==> src/rtl/riscv_mem_pkg.sv <==
// Shared types for the unified-memory port arbiter.
// FSM states, access owner and bus width defaults.
package riscv_mem_pkg;

  localparam int DEF_ADDR_W = 32;
  localparam int DEF_DATA_W = 32;

  typedef enum logic [1:0] {
    IDLE   = 2'd0,
    ACCESS = 2'd1,
    RESP   = 2'd2
  } arb_state_t;

  typedef enum logic {
    OWN_IF = 1'b0,
    OWN_D  = 1'b1
  } owner_t;

endpackage

==> src/rtl/mem_port_arbiter.sv <==
// Arbitrates the IF and M stage requesters onto one memory port.
// IDLE -> ACCESS -> RESP per access; ready pulses release stalls.
module mem_port_arbiter
  import riscv_mem_pkg::*;
#(
  parameter int ADDR_W     = DEF_ADDR_W,
  parameter int DATA_W     = DEF_DATA_W,
  parameter int STARVE_MAX = 4,
  parameter int TIMEOUT    = 16
) (
  input  logic              clk,
  input  logic              rst,
  input  logic              if_req,
  input  logic [ADDR_W-1:0] if_addr,
  output logic              if_ready,
  output logic [DATA_W-1:0] if_rdata,
  input  logic              d_req,
  input  logic              d_we,
  input  logic [ADDR_W-1:0] d_addr,
  input  logic [DATA_W-1:0] d_wdata,
  output logic              d_ready,
  output logic [DATA_W-1:0] d_rdata,
  output logic              err,
  output logic              mem_req,
  output logic              mem_we,
  output logic [ADDR_W-1:0] mem_addr,
  output logic [DATA_W-1:0] mem_wdata,
  input  logic              mem_ready,
  input  logic [DATA_W-1:0] mem_rdata
);

  localparam int SC_W = $clog2(STARVE_MAX + 1);
  localparam int TO_W = $clog2(TIMEOUT);

  localparam logic [SC_W-1:0] SC_MAX  = SC_W'(STARVE_MAX);
  localparam logic [TO_W-1:0] TO_LAST = TO_W'(TIMEOUT - 1);

  arb_state_t        state_q, state_d;
  owner_t            owner_q, owner_d;
  logic [SC_W-1:0]   starve_q, starve_d;
  logic [TO_W-1:0]   to_q, to_d;
  logic              mem_req_q, mem_req_d;
  logic              mem_we_q, mem_we_d;
  logic [ADDR_W-1:0] mem_addr_q, mem_addr_d;
  logic [DATA_W-1:0] mem_wdata_q, mem_wdata_d;
  logic              if_ready_q, if_ready_d;
  logic              d_ready_q, d_ready_d;
  logic [DATA_W-1:0] if_rdata_q, if_rdata_d;
  logic [DATA_W-1:0] d_rdata_q, d_rdata_d;
  logic              err_q, err_d;

  logic grant_if;
  logic grant_d;
  logic starved;

  // Arbitration: data wins unless fetch has been passed over STARVE_MAX times
  always_comb begin
    grant_if = 1'b0;
    grant_d  = 1'b0;
    starved  = (starve_q == SC_MAX);
    if (state_q == IDLE) begin
      if (d_req && !(if_req && starved)) begin
        grant_d = 1'b1;
      end else if (if_req) begin
        grant_if = 1'b1;
      end
    end
  end

  // Access sequencer, counters and response capture
  always_comb begin
    state_d     = state_q;
    owner_d     = owner_q;
    starve_d    = starve_q;
    to_d        = to_q;
    mem_req_d   = mem_req_q;
    mem_we_d    = mem_we_q;
    mem_addr_d  = mem_addr_q;
    mem_wdata_d = mem_wdata_q;
    if_rdata_d  = if_rdata_q;
    d_rdata_d   = d_rdata_q;
    if_ready_d  = 1'b0;
    d_ready_d   = 1'b0;
    err_d       = 1'b0;

    unique case (state_q)
      IDLE: begin
        if (grant_d) begin
          owner_d     = OWN_D;
          mem_we_d    = d_we;
          mem_addr_d  = d_addr;
          mem_wdata_d = d_wdata;
          if (!if_req) begin
            starve_d = '0;
          end else if (!starved) begin
            starve_d = starve_q + SC_W'(1);
          end
        end
        if (grant_if) begin
          owner_d    = OWN_IF;
          mem_we_d   = 1'b0;
          mem_addr_d = if_addr;
          starve_d   = '0;
        end
        if (grant_d || grant_if) begin
          mem_req_d = 1'b1;
          to_d      = '0;
          state_d   = ACCESS;
        end
      end

      ACCESS: begin
        to_d = to_q + TO_W'(1);
        if (mem_ready) begin
          state_d   = RESP;
          mem_req_d = 1'b0;
          mem_we_d  = 1'b0;
          if (owner_q == OWN_IF) begin
            if_ready_d = 1'b1;
            if_rdata_d = mem_rdata;
          end else begin
            d_ready_d = 1'b1;
            if (!mem_we_q) begin
              d_rdata_d = mem_rdata;
            end
          end
        end else if (to_q == TO_LAST) begin
          // Abort: the late response, if any, lands outside ACCESS
          state_d   = RESP;
          mem_req_d = 1'b0;
          mem_we_d  = 1'b0;
          err_d     = 1'b1;
          if (owner_q == OWN_IF) begin
            if_ready_d = 1'b1;
            if_rdata_d = '0;
          end else begin
            d_ready_d = 1'b1;
            d_rdata_d = '0;
          end
        end
      end

      RESP: begin
        state_d = IDLE;
      end

      default: begin
        state_d = IDLE;
      end
    endcase
  end

  // State and output registers; reset kills any access in flight
  always_ff @(posedge clk or negedge rst) begin
    if (!rst) begin
      state_q     <= IDLE;
      owner_q     <= OWN_IF;
      starve_q    <= '0;
      to_q        <= '0;
      mem_req_q   <= 1'b0;
      mem_we_q    <= 1'b0;
      mem_addr_q  <= '0;
      mem_wdata_q <= '0;
      if_ready_q  <= 1'b0;
      d_ready_q   <= 1'b0;
      if_rdata_q  <= '0;
      d_rdata_q   <= '0;
      err_q       <= 1'b0;
    end else begin
      state_q     <= state_d;
      owner_q     <= owner_d;
      starve_q    <= starve_d;
      to_q        <= to_d;
      mem_req_q   <= mem_req_d;
      mem_we_q    <= mem_we_d;
      mem_addr_q  <= mem_addr_d;
      mem_wdata_q <= mem_wdata_d;
      if_ready_q  <= if_ready_d;
      d_ready_q   <= d_ready_d;
      if_rdata_q  <= if_rdata_d;
      d_rdata_q   <= d_rdata_d;
      err_q       <= err_d;
    end
  end

  assign mem_req   = mem_req_q;
  assign mem_we    = mem_we_q;
  assign mem_addr  = mem_addr_q;
  assign mem_wdata = mem_wdata_q;
  assign if_ready  = if_ready_q;
  assign if_rdata  = if_rdata_q;
  assign d_ready   = d_ready_q;
  assign d_rdata   = d_rdata_q;
  assign err       = err_q;

endmodule

==> config.mk <==
export PLATFORM = sky130hd
export DESIGN_NAME = mem_port_arbiter
export DESIGN_NICKNAME = d
export VERILOG_FILES = /design/src/rtl/riscv_mem_pkg.sv /design/src/rtl/mem_port_arbiter.sv
export SDC_FILE = /design/constraint.sdc
export NUM_CORES = 1
export LEC_CHECK = 0
export CAP_MARGIN = 20
export CORE_MARGIN = 10
export CORE_UTILIZATION = 46
export DETAILED_ROUTE_END_ITERATION = 12
export GPL_ROUTABILITY_DRIVEN = 0
export GPL_TIMING_DRIVEN = 0
export PLACE_DENSITY = 0.88
export SYNTH_ARGS = -nofsm -noshare
export SYNTH_HDL_FRONTEND = slang
export SYNTH_SLANG_ARGS = --single-unit
==> constraint.sdc <==
create_clock -name clk -period 3.94 [get_ports clk]
set_input_delay 0.394 -clock clk [delete_from_list [all_inputs] [get_ports clk]]
set_output_delay 0.394 -clock clk [all_outputs]
set_load 0.02 [all_outputs]
==> flow_metrics.env, run 1 <==
export IMPL_vias_per_cell=5.47
export IMPL_cts_sinks=143
export IMPL_multi_input_area_sq_um=2200
export IMPL_max_slew_margin_rel=0.629
export IMPL_die_area_sq_um=18500
export IMPL_cp_required_ps=3550
export IMPL_fill_cells=870
export IMPL_path_delay_family="buffers and inverters"
export IMPL_crit_arrival_ps=1540
export IMPL_drt_iter0_drc=347
export IMPL_tritoncts="done"
export IMPL_portBuffers=265
export IMPL_path_buf_inv=1
export IMPL_p_int_mw=5.19
export IMPL_synthDistinctLibCells=40
export IMPL_grt_overflow=0
export IMPL_drtPass1Iterations=5
export IMPL_area_delta_synth_final_pct=56.8
export IMPL_ctsResizeCount=0
export IMPL_post_cts_setup_buffer_count=0
export IMPL_synth_async_reset_ratio=1.00
export IMPL_path_cells="clkdlybuf4s50_1"
export IMPL_worstMarginPinSlew_ps=557
export IMPL_ioPinCount=267
export IMPL_drc=0
export IMPL_synthTopCellsByArea="dfrtp_1, nor3b_2, a221o_1, a22o_1, o221ai_1"
export IMPL_yosysSeqAreaShare=0.578
export IMPL_r2r_end="mem_addr[30]$_DFFE_PN0P_"
export IMPL_start_util=0.469
export IMPL_grt_max_degree=105
export IMPL_numCtsBuffers=17
export IMPL_critPathMaxStageDelay_ps=690
export IMPL_ant_nets=0
export IMPL_fmaxAchievable_mhz=517
export IMPL_period_share=0.491
export IMPL_power_switching_mw=3.12
export IMPL_path_class="register to primary output"
export IMPL_end_kind="primary output"
export IMPL_drv_slew=0
export IMPL_yosys_warnings=0
export IMPL_crit_path_top_delay_cell="clkdlybuf4s50_1"
export IMPL_p_clk_frac=0.196
export IMPL_antenna_found_initial=1
export IMPL_clk_pin_slew_ps=60
export IMPL_synth_area_leader_cell="dfrtp_1"
export IMPL_pwr_share_seq=0.320
export IMPL_chipWidth_um=136
export IMPL_yosysTopAreaCellShare=0.578
export IMPL_wl_per_cell_um=21.2
export IMPL_p_leak_nw=4.15
export IMPL_num_vias=5309
export IMPL_diodes=0
export IMPL_synth_area_sq_um=6190
export IMPL_syn_area_per_cell_sq_um=12.5
export IMPL_root_buffer="clkbuf_16"
export IMPL_place_ws_ps=1720
export IMPL_placed_cell_area_sq_um=9090
export IMPL_grt_total_usage=0.215
export IMPL_synth_xor_area_frac=0.00141
export IMPL_powerDensity_nw_per_um2=856
export IMPL_whs_path_depth=3
export IMPL_utilization=0.736
export IMPL_core_area_sq_um=13200
export IMPL_synthCells=495
export IMPL_synth_compound_area_frac=0.161
export IMPL_status="finished, final reports clean"
export IMPL_fin_crit_ps=1940
export IMPL_final_nets=918
export IMPL_rsz0062_at_grt="false"
export IMPL_grt_pass1_wl_um=31500
export IMPL_synth_commonest_cells="dfrtp_1, nand2_1, inv_1, a22o_1, a221o_1"
export IMPL_r2r_cells=6
export IMPL_clk_path_buf_depth=2
export IMPL_grt_pass1_vias=5827
export IMPL_crit_fanout=6
export IMPL_synthMuxAreaShare=0.0633
export IMPL_total_power_mw=8.31
export IMPL_dpl_hpwl_um=15900
export IMPL_die_y_um=136
export IMPL_reg2reg_slack_ps=2050
export IMPL_synth_nets=632
export IMPL_synth_top_family_by_area="compound AO/OA/AOI/OAI gates"
export IMPL_drive_gt1_frac=0.137
export IMPL_hold_path_class="input pin to register"
export IMPL_finalInstanceArea_sq_um=9710
export IMPL_synthSimpleGateAreaFrac=0.124
export IMPL_synthAdderAreaFrac=0.00606
export IMPL_fin_ws_ps=2000
export IMPL_skew_ps=11.5
export IMPL_report_final_setup_viol=0
export IMPL_wirelength_um=20500
export IMPL_ys_ff_latch=143
export IMPL_maxCapViolations=0
export IMPL_synthMostInstantiatedCell="dfrtp_1"
export IMPL_seqCellArea_sq_um=3580
export IMPL_clock_latency_ps=400
export IMPL_worst_setup_path_start_kind="register"
export IMPL_min_to="d_rdata[31]$_DFFE_PN0P_"
export IMPL_timing_rr_start="starve_q[0]$_DFFE_PN0P_"
export IMPL_htree_levels=4
export IMPL_peakVddDrop_mv=0.437
export IMPL_synth_edff_count=0
export IMPL_p_sw_frac=0.375
export IMPL_hold_viol=0
export IMPL_row_count=42
export IMPL_hp_start="mem_ready"
export IMPL_p_comb_frac=0.484
export IMPL_synth_ff_type="dfrtp_1"
export IMPL_holdWs_ps=350
==> sequential cells by signal, summed over array words and instances (netlist names) <==
| name | cells |
|---|---|
| mem_we | 1 |
| if_ready | 1 |
| mem_wdata | 32 |
| d_rdata | 32 |
| mem_req | 1 |
| err | 1 |
| state_q | 2 |
| if_rdata | 32 |
| d_ready | 1 |
| starve_q | 3 |
| owner_q | 1 |
| mem_addr | 32 |
| to_q | 4 |
==> repair_timing <==
| item | CTS | global route |
|---|---|---|
| setup endpoints to repair | 0 | 0 |
| endpoints found under the hold margin | 39 | 0 |
| hold buffers | 1 | 0 |
==> cells by family (layout without fill, tap and decap cells) <==
family,count (synthesis),after routing
AND/OR/NAND/NOR,122,122
XOR/XNOR,1,1
buffers and inverters,77,376
AO/OA/AOI/OAI,114,114
flip-flops,143,143
adder cells (fa/ha/maj),3,3
multiplexers,35,35
==> how the worst max path moves through the flow <==
stage | start | end | slack [ps] | depth (start not counted)
finish | mem_we$_DFFE_PN0P_ | mem_we | 2000 | 1
global route | starve_q[0]$_DFFE_PN0P_ | mem_addr[27]$_DFFE_PN0P_ | 1930 | 6
CTS | mem_we$_DFFE_PN0P_ | mem_we | 1990 | 1
detailed placement | d_req | mem_addr[27]$_DFFE_PN0P_ | 1720 | 5
global placement | rst | mem_addr[15]$_DFFE_PN0P_ | -2910 | 1
floorplan | to_q[0]$_DFFE_PN0P_ | if_rdata[10]$_DFFE_PN0P_ | 2360 | 6
==> power groups by stage <==
stage | Sequential (mW) | Combinational [mW] | Clock (mW)
final | 2.66 | 4.02 | 1.63
after floorplan | 3.39 | 1.31 | 0
after detailed placement | 2.66 | 4.05 | 0
after global placement | 2.61 | 3.93 | 0
after global routing | 2.74 | 4.26 | 1.73
after CTS | 2.66 | 4.07 | 1.65
==> cells in the final DEF, fill, tap and decap left out, drive strengths merged, types with 2 or more instances in the layout <==
cell type and n:
dfrtp 143, buf 31, nor2 5, and3 3
a22o 33, o21ai 9, o22ai 2, bufinv 3
nand2b 3, clkbuf 32, a221o 32, clkinv 7
inv 37, o221ai 31, mux2i 2, nor2b 2
ha 3, nor3b 32, clkdlybuf4s50 264, nor3 2
nand2 68, mux2 33
==> area by class of cell <==
class                   count  area share
clock buffers              20      0.0460
inverters                  36      0.0139
flip-flops and latches    143       0.369
plain buffers              41      0.0281
multi-input cells         275       0.227
repair buffers            267       0.277
clock inverters            12      0.0165
well taps                 176      0.0227
==> metal layers <==
metal	vias up	GRT usage	wire [um]
met2	289	0.365	10000
met3	40	0.0904	2180
met5	-	0	0
met4	0	0.0828	599
li1	2371	-	-
met1	2609	0.235	7720
==> metrics by stage <==
stage | TNS [ps] | cells
after global placement | -415030 | 936
after CTS | 0 | 970
final | 0 | 970
after detailed placement | 0 | 937
after floorplan | 0 | 495
after global routing | 0 | 970
Note: power is estimated with default switching activity, not from simulation.
==> run 2: changes to the inputs <==
--- a/config.mk
+++ b/config.mk
@@ -7,11 +7,11 @@
 export LEC_CHECK = 0
 export CAP_MARGIN = 20
 export CORE_MARGIN = 10
-export CORE_UTILIZATION = 46
+export CORE_UTILIZATION = 38
 export DETAILED_ROUTE_END_ITERATION = 12
 export GPL_ROUTABILITY_DRIVEN = 0
 export GPL_TIMING_DRIVEN = 0
-export PLACE_DENSITY = 0.88
+export PLACE_DENSITY = 0.78
 export SYNTH_ARGS = -nofsm -noshare
 export SYNTH_HDL_FRONTEND = slang
 export SYNTH_SLANG_ARGS = --single-unit
==> constraint.sdc (replaced) <==
create_clock -name clk -period 1.7 [get_ports clk]
set_input_delay 0.17 -clock clk [delete_from_list [all_inputs] [get_ports clk]]
set_output_delay 0.17 -clock clk [all_outputs]
set_load 0.02 [all_outputs]
==> run 2 against run 1 <==
The flow now finishes with violations (negative setup slack). Non-clock buffer count increased by 7. Combinational power rose by 140%. Setup slack worse by 2000 ps. Highest routed layer unchanged. Global-route usage shrank 3.4 points. Register-to-register slack lost 2100 ps. Sequential share of layout area fell by 0.86 points. Core utilization fell by 11 points. Sequential power grew 130%. Clock power rose by 120%. Sequential cell count is the same.
==> flow_metrics.env, run 2 (synthesis results as in run 1) <==
export IMPL_ant_nets=0
export IMPL_drtPass1Iterations=4
export IMPL_path_buf_inv=2
export IMPL_fmaxAchievable_mhz=587
export IMPL_tritoncts="done"
export IMPL_p_leak_nw=4.23
export IMPL_powerDensity_nw_per_um2=1940
export IMPL_report_final_setup_viol=2
export IMPL_layout_common_cells="clkdlybuf4s50_1, dfrtp_1, nand2_1"
export IMPL_peakVddDrop_mv=1.05
export IMPL_r2r_cells=6
export IMPL_worstMarginPinSlew_ps=480
export IMPL_crit_arrival_ps=1990
export IMPL_dpl_hpwl_um=15200
export IMPL_violations="negative setup slack"
export IMPL_portBuffers=265
export IMPL_grt_overflow=0
export IMPL_clk_path_buf_depth=2
export IMPL_timing_rr_start="to_q[1]$_DFFE_PN0P_"
export IMPL_numCtsBuffers=17
export IMPL_rsz0062_at_grt="true"
export IMPL_total_power_mw=19.3
export IMPL_ioPinCount=267
export IMPL_final_nets=925
export IMPL_path_delay_family="flip-flops"
export IMPL_holdWs_ps=159
export IMPL_die_area_sq_um=21800
export IMPL_area_delta_synth_final_pct=60.7
export IMPL_drc=0
export IMPL_whs_path_depth=3
export IMPL_hold_viol=0
export IMPL_start_util=0.388
export IMPL_fill_cells=1271
export IMPL_wl_per_cell_um=19.7
export IMPL_clock_latency_ps=410
export IMPL_hold_path_class="input pin to register"
export IMPL_htree_levels=4
export IMPL_maxCapViolations=0
export IMPL_period_share=1.00
export IMPL_reg2reg_slack_ps=-5
export IMPL_fin_ws_ps=-4.57
export IMPL_grt_max_degree=99
export IMPL_hp_start="mem_ready"
export IMPL_place_ws_ps=-296
export IMPL_max_slew_margin_rel=0.680
export IMPL_r2r_end="if_rdata[27]$_DFFE_PN0P_"
export IMPL_grt_pass1_wl_um=31700
export IMPL_fin_crit_ps=1700
export IMPL_skew_ps=6.77
export IMPL_crit_path_top_delay_cell="dfrtp_1"
export IMPL_num_vias=5166
export IMPL_cts_sinks=143
export IMPL_die_y_um=148
export IMPL_clk_pin_slew_ps=60
export IMPL_path_class="register to register"
export IMPL_drt_iter0_drc=202
export IMPL_wirelength_um=20000
export IMPL_drv_slew=0
export IMPL_grt_pass1_vias=5705
export IMPL_cp_required_ps=1990
export IMPL_vias_per_cell=5.08
export IMPL_final_common_cell="clkdlybuf4s50_1"
export IMPL_antenna_found_initial=0
export IMPL_drive_gt1_frac=0.164
export IMPL_crit_fanout=8
export IMPL_core_area_sq_um=15900
export IMPL_worst_setup_path_start_kind="register"
export IMPL_status="finished with violations"
export IMPL_path_cells="ha_4 -> a31oi_4 -> or3_1 -> buf_6 -> clkbuf_16 -> a22o_1"
export IMPL_row_count=46
export IMPL_grt_total_usage=0.181
export IMPL_min_to="d_rdata[31]$_DFFE_PN0P_"
export IMPL_root_buffer="clkbuf_16"
export IMPL_critPathMaxStageDelay_ps=400
export IMPL_chipWidth_um=148
export IMPL_end_kind="register"
export IMPL_diodes=0
==> run 2: how the worst max path moves through the flow <==
stage | from | endpoint | slack, ps | depth (start not counted)
2_1_floorplan | to_q[0]$_DFFE_PN0P_ | if_rdata[10]$_DFFE_PN0P_ | 120 | 6
3_3_place_gp | rst | mem_addr[24]$_DFFE_PN0P_ | -5040 | 1
3_5_place_dp | d_req | mem_addr[16]$_DFFE_PN0P_ | -300 | 5
4_1_cts | starve_q[1]$_DFFE_PN0P_ | mem_addr[16]$_DFFE_PN0P_ | 2 | 7
5_1_grt | to_q[1]$_DFFE_PN0P_ | if_rdata[27]$_DFFE_PN0P_ | -40 | 6
6_report | to_q[1]$_DFFE_PN0P_ | if_rdata[27]$_DFFE_PN0P_ | -5 | 6
==> run 2: layout make-up <==
cell class	instances	area, sq um	share of cell area
Inverter	36	135	0.0136
Timing Repair Buffer	274	2780	0.279
Multi-Input combinational cell	275	2260	0.228
Tap cell	216	270	0.0272
Clock buffer	18	439	0.0442
Clock inverter	14	133	0.0133
Sequential cell	143	3580	0.360
Buffer	41	347	0.0348
==> run 2: per-layer routing <==
| layer | share of wire | GRT usage | wire (um) | vias up |
|---|---|---|---|---|
| met5 | 0 | 0 | 0 | - |
| met4 | 0.013 | 0.0535 | 269 | 0 |
| met3 | 0.087 | 0.0751 | 1750 | 18 |
| met2 | 0.50 | 0.300 | 9910 | 198 |
| met1 | 0.40 | 0.209 | 8090 | 2563 |
| li1 | - | - | - | 2387 |
==> run 2: per-stage QoR <==
stage	TNS, ps	utilization	cell area (sq um)	cells
after floorplan	0	-	6190	495
after detailed placement	-11580	0.573	9140	977
final	-6.52	0.624	9950	1017
after global routing	-574	0.624	9950	1017
after CTS	0	0.614	9780	1013
after global placement	-726960	0.572	9110	976
==> run 2: worst reg2reg max path: stages, from the launching register on <==
cell and delay, ps:
dfrtp_1 400, ha_4 180, a31oi_4 90, or3_1 370, buf_6 170, clkbuf_16 160, a22o_1 220
==> run 2: timing repair <==
item,4_1_cts,5_1_grt
setup buffers,3,2
hold buffers,1,0
gates cloned,0,2
pin swaps,1,39
endpoints found under the hold margin,45,0
setup endpoints to repair,81,123
gates resized for setup,13,28
==> run 2: power breakdown <==
| group | internal, mW | leakage, nW | total (mW) | switching, mW |
|---|---|---|---|---|
| Combinational | 4.89 | 2.23 | 9.57 | 4.68 |
| Clock | 2.08 | 0.279 | 3.59 | 1.51 |
| Sequential | 5.04 | 1.72 | 6.13 | 1.09 |
| Total | 12.0 | 4.23 | 19.3 | 7.28 |
==> run 3: changes to the inputs <==
--- a/config.mk
+++ b/config.mk
@@ -12,6 +12,8 @@
 export GPL_ROUTABILITY_DRIVEN = 0
 export GPL_TIMING_DRIVEN = 0
 export PLACE_DENSITY = 0.78
+export SKIP_CTS_REPAIR_TIMING = 1
 export SYNTH_ARGS = -nofsm -noshare
 export SYNTH_HDL_FRONTEND = slang
 export SYNTH_SLANG_ARGS = --single-unit
+export TNS_END_PERCENT = 1
==> run 3 against run 2 <==
The flow now finishes without violations. Total power shrank 0.73%. Combinational power shrank 1%. Clock power is essentially flat. Core utilization shrank 0.67 points. Critical endpoint is now if_rdata[20]$_DFFE_PN0P_. Largest power group unchanged. Highest routed layer unchanged.
==> flow_metrics.env, run 3 (synthesis results as in run 1) <==
export IMPL_status="finished, final reports clean"
export IMPL_skew_ps=6.67
export IMPL_utilization=0.617
export IMPL_p_leak_nw=4.20
export IMPL_period_share=0.999
export IMPL_crit_arrival_ps=1990
export IMPL_portBuffers=265
export IMPL_drt_iter0_drc=219
export IMPL_critPathMaxStageDelay_ps=410
export IMPL_drc=0
export IMPL_max_slew_margin_rel=0.681
export IMPL_fill_cells=1283
export IMPL_clk_pin_slew_ps=60
export IMPL_area_delta_synth_final_pct=58.9
export IMPL_tritoncts="done"
export IMPL_grt_pass1_wl_um=31600
export IMPL_antenna_found_initial=0
export IMPL_vias_per_cell=5.14
export IMPL_grt_pass1_vias=5691
export IMPL_die_area_sq_um=21800
export IMPL_wl_per_cell_um=19.6
export IMPL_fmaxAchievable_mhz=589
export IMPL_layout_common_cells="clkdlybuf4s50_1, dfrtp_1, nand2_1"
export IMPL_grt_max_degree=99
export IMPL_diodes=0
export IMPL_worst_setup_path_start_kind="register"
export IMPL_num_vias=5216
export IMPL_grt_total_usage=0.180
export IMPL_maxCapViolations=0
export IMPL_peakVddDrop_mv=1.05
export IMPL_worstMarginPinSlew_ps=478
export IMPL_clock_latency_ps=410
export IMPL_core_area_sq_um=15900
export IMPL_ioPinCount=267
export IMPL_finalInstanceArea_sq_um=9840
export IMPL_powerDensity_nw_per_um2=1950
export IMPL_drtPass1Iterations=5
export IMPL_drive_gt1_frac=0.160
export IMPL_path_cells="ha_4 -> a31oi_2 -> or3_1 -> buf_2 -> buf_6 -> a22o_1"
export IMPL_hold_path_class="input pin to register"
export IMPL_path_class="register to register"
export IMPL_placed_cell_area_sq_um=9140
export IMPL_cts_sinks=143
export IMPL_numCtsBuffers=17
export IMPL_grt_overflow=0
export IMPL_dpl_hpwl_um=15200
export IMPL_drv_slew=0
export IMPL_die_y_um=148
export IMPL_htree_levels=4
export IMPL_end_kind="register"
export IMPL_total_power_mw=19.1
export IMPL_chipWidth_um=148
export IMPL_final_common_cell="clkdlybuf4s50_1"
export IMPL_rsz0062_at_grt="true"
export IMPL_wirelength_um=19900
export IMPL_fin_crit_ps=1700
export IMPL_crit_fanout=10
export IMPL_hold_viol=0
export IMPL_root_buffer="clkbuf_16"
export IMPL_clk_path_buf_depth=2
export IMPL_start_util=0.388
export IMPL_tns_ps=0
export IMPL_crit_path_top_delay_cell="dfrtp_1"
export IMPL_final_nets=922
export IMPL_row_count=46
export IMPL_cp_required_ps=1990
export IMPL_report_final_setup_viol=0
export IMPL_ant_nets=0
[run 3: stage by stage]
| step | instances | setup WS (ps) | hold WS, ps |
|---|---|---|---|
| floorplan | 495 | 122 | -126 |
| global placement | 976 | -5040 | 470 |
| detailed placement | 977 | -296 | 134 |
| CTS | 1009 | -181 | -308 |
| global route | 1014 | -74.6 | 138 |
| finish | 1014 | 1.58 | 149 |
[run 3: routing by layer]
| metal | vias to the layer above | routed length, um | global-route usage | part of all wire |
|---|---|---|---|---|
| met5 | - | 0 | 0 | 0 |
| met4 | 0 | 273 | 0.0535 | 0.014 |
| met3 | 18 | 1840 | 0.0745 | 0.092 |
| met2 | 206 | 9830 | 0.298 | 0.49 |
| met1 | 2614 | 7950 | 0.209 | 0.40 |
| li1 | 2378 | - | - | - |
[run 3: area by class of cell]
cell class	instances	area (sq um)	share of cell area
Inverter	36	135	0.0137
Tap cell	216	270	0.0275
Clock inverter	14	133	0.0135
Timing Repair Buffer	271	2730	0.277
Multi-Input combinational cell	275	2260	0.230
Buffer	41	297	0.0301
Sequential cell	143	3580	0.364
Clock buffer	18	439	0.0446
[run 3: path summary, 6_finish.rpt]
check                                          start                   endpoint  slack (ps)  depth (start not counted)
max                              to_q[1]$_DFFE_PN0P_   if_rdata[20]$_DFFE_PN0P_           2                          6
min                                        mem_ready    d_rdata[31]$_DFFE_PN0P_         150                          3
max reg2reg                      to_q[1]$_DFFE_PN0P_   if_rdata[20]$_DFFE_PN0P_           2                          6
min reg2reg                mem_wdata[29]$_DFFE_PN0P_  mem_wdata[29]$_DFFE_PN0P_         480                          1
max in group asynchronous                        rst    starve_q[1]$_DFFE_PN0P_         620                          3
min in group asynchronous                        rst  mem_wdata[31]$_DFFE_PN0P_         270                          2
[run 3: worst max-delay path: cells and delay by family, from the launching register on]
| kind | cells | cell delay, ps |
|---|---|---|
| AO/OA/AOI/OAI | 2 | 350 |
| adder cells (fa/ha/maj) | 1 | 170 |
| buffers and inverters | 2 | 340 |
| flip-flops | 1 | 410 |
| AND/OR/NAND/NOR | 1 | 310 |
[run 3: power breakdown]
part / internal [mW] / switching, mW / total [mW] / leakage, nW
registers: 5.04 / 1.09 / 6.13 / 1.72
clock network: 2.08 / 1.52 / 3.60 / 0.279
logic: 4.78 / 4.65 / 9.43 / 2.20
total: 11.9 / 7.25 / 19.1 / 4.20
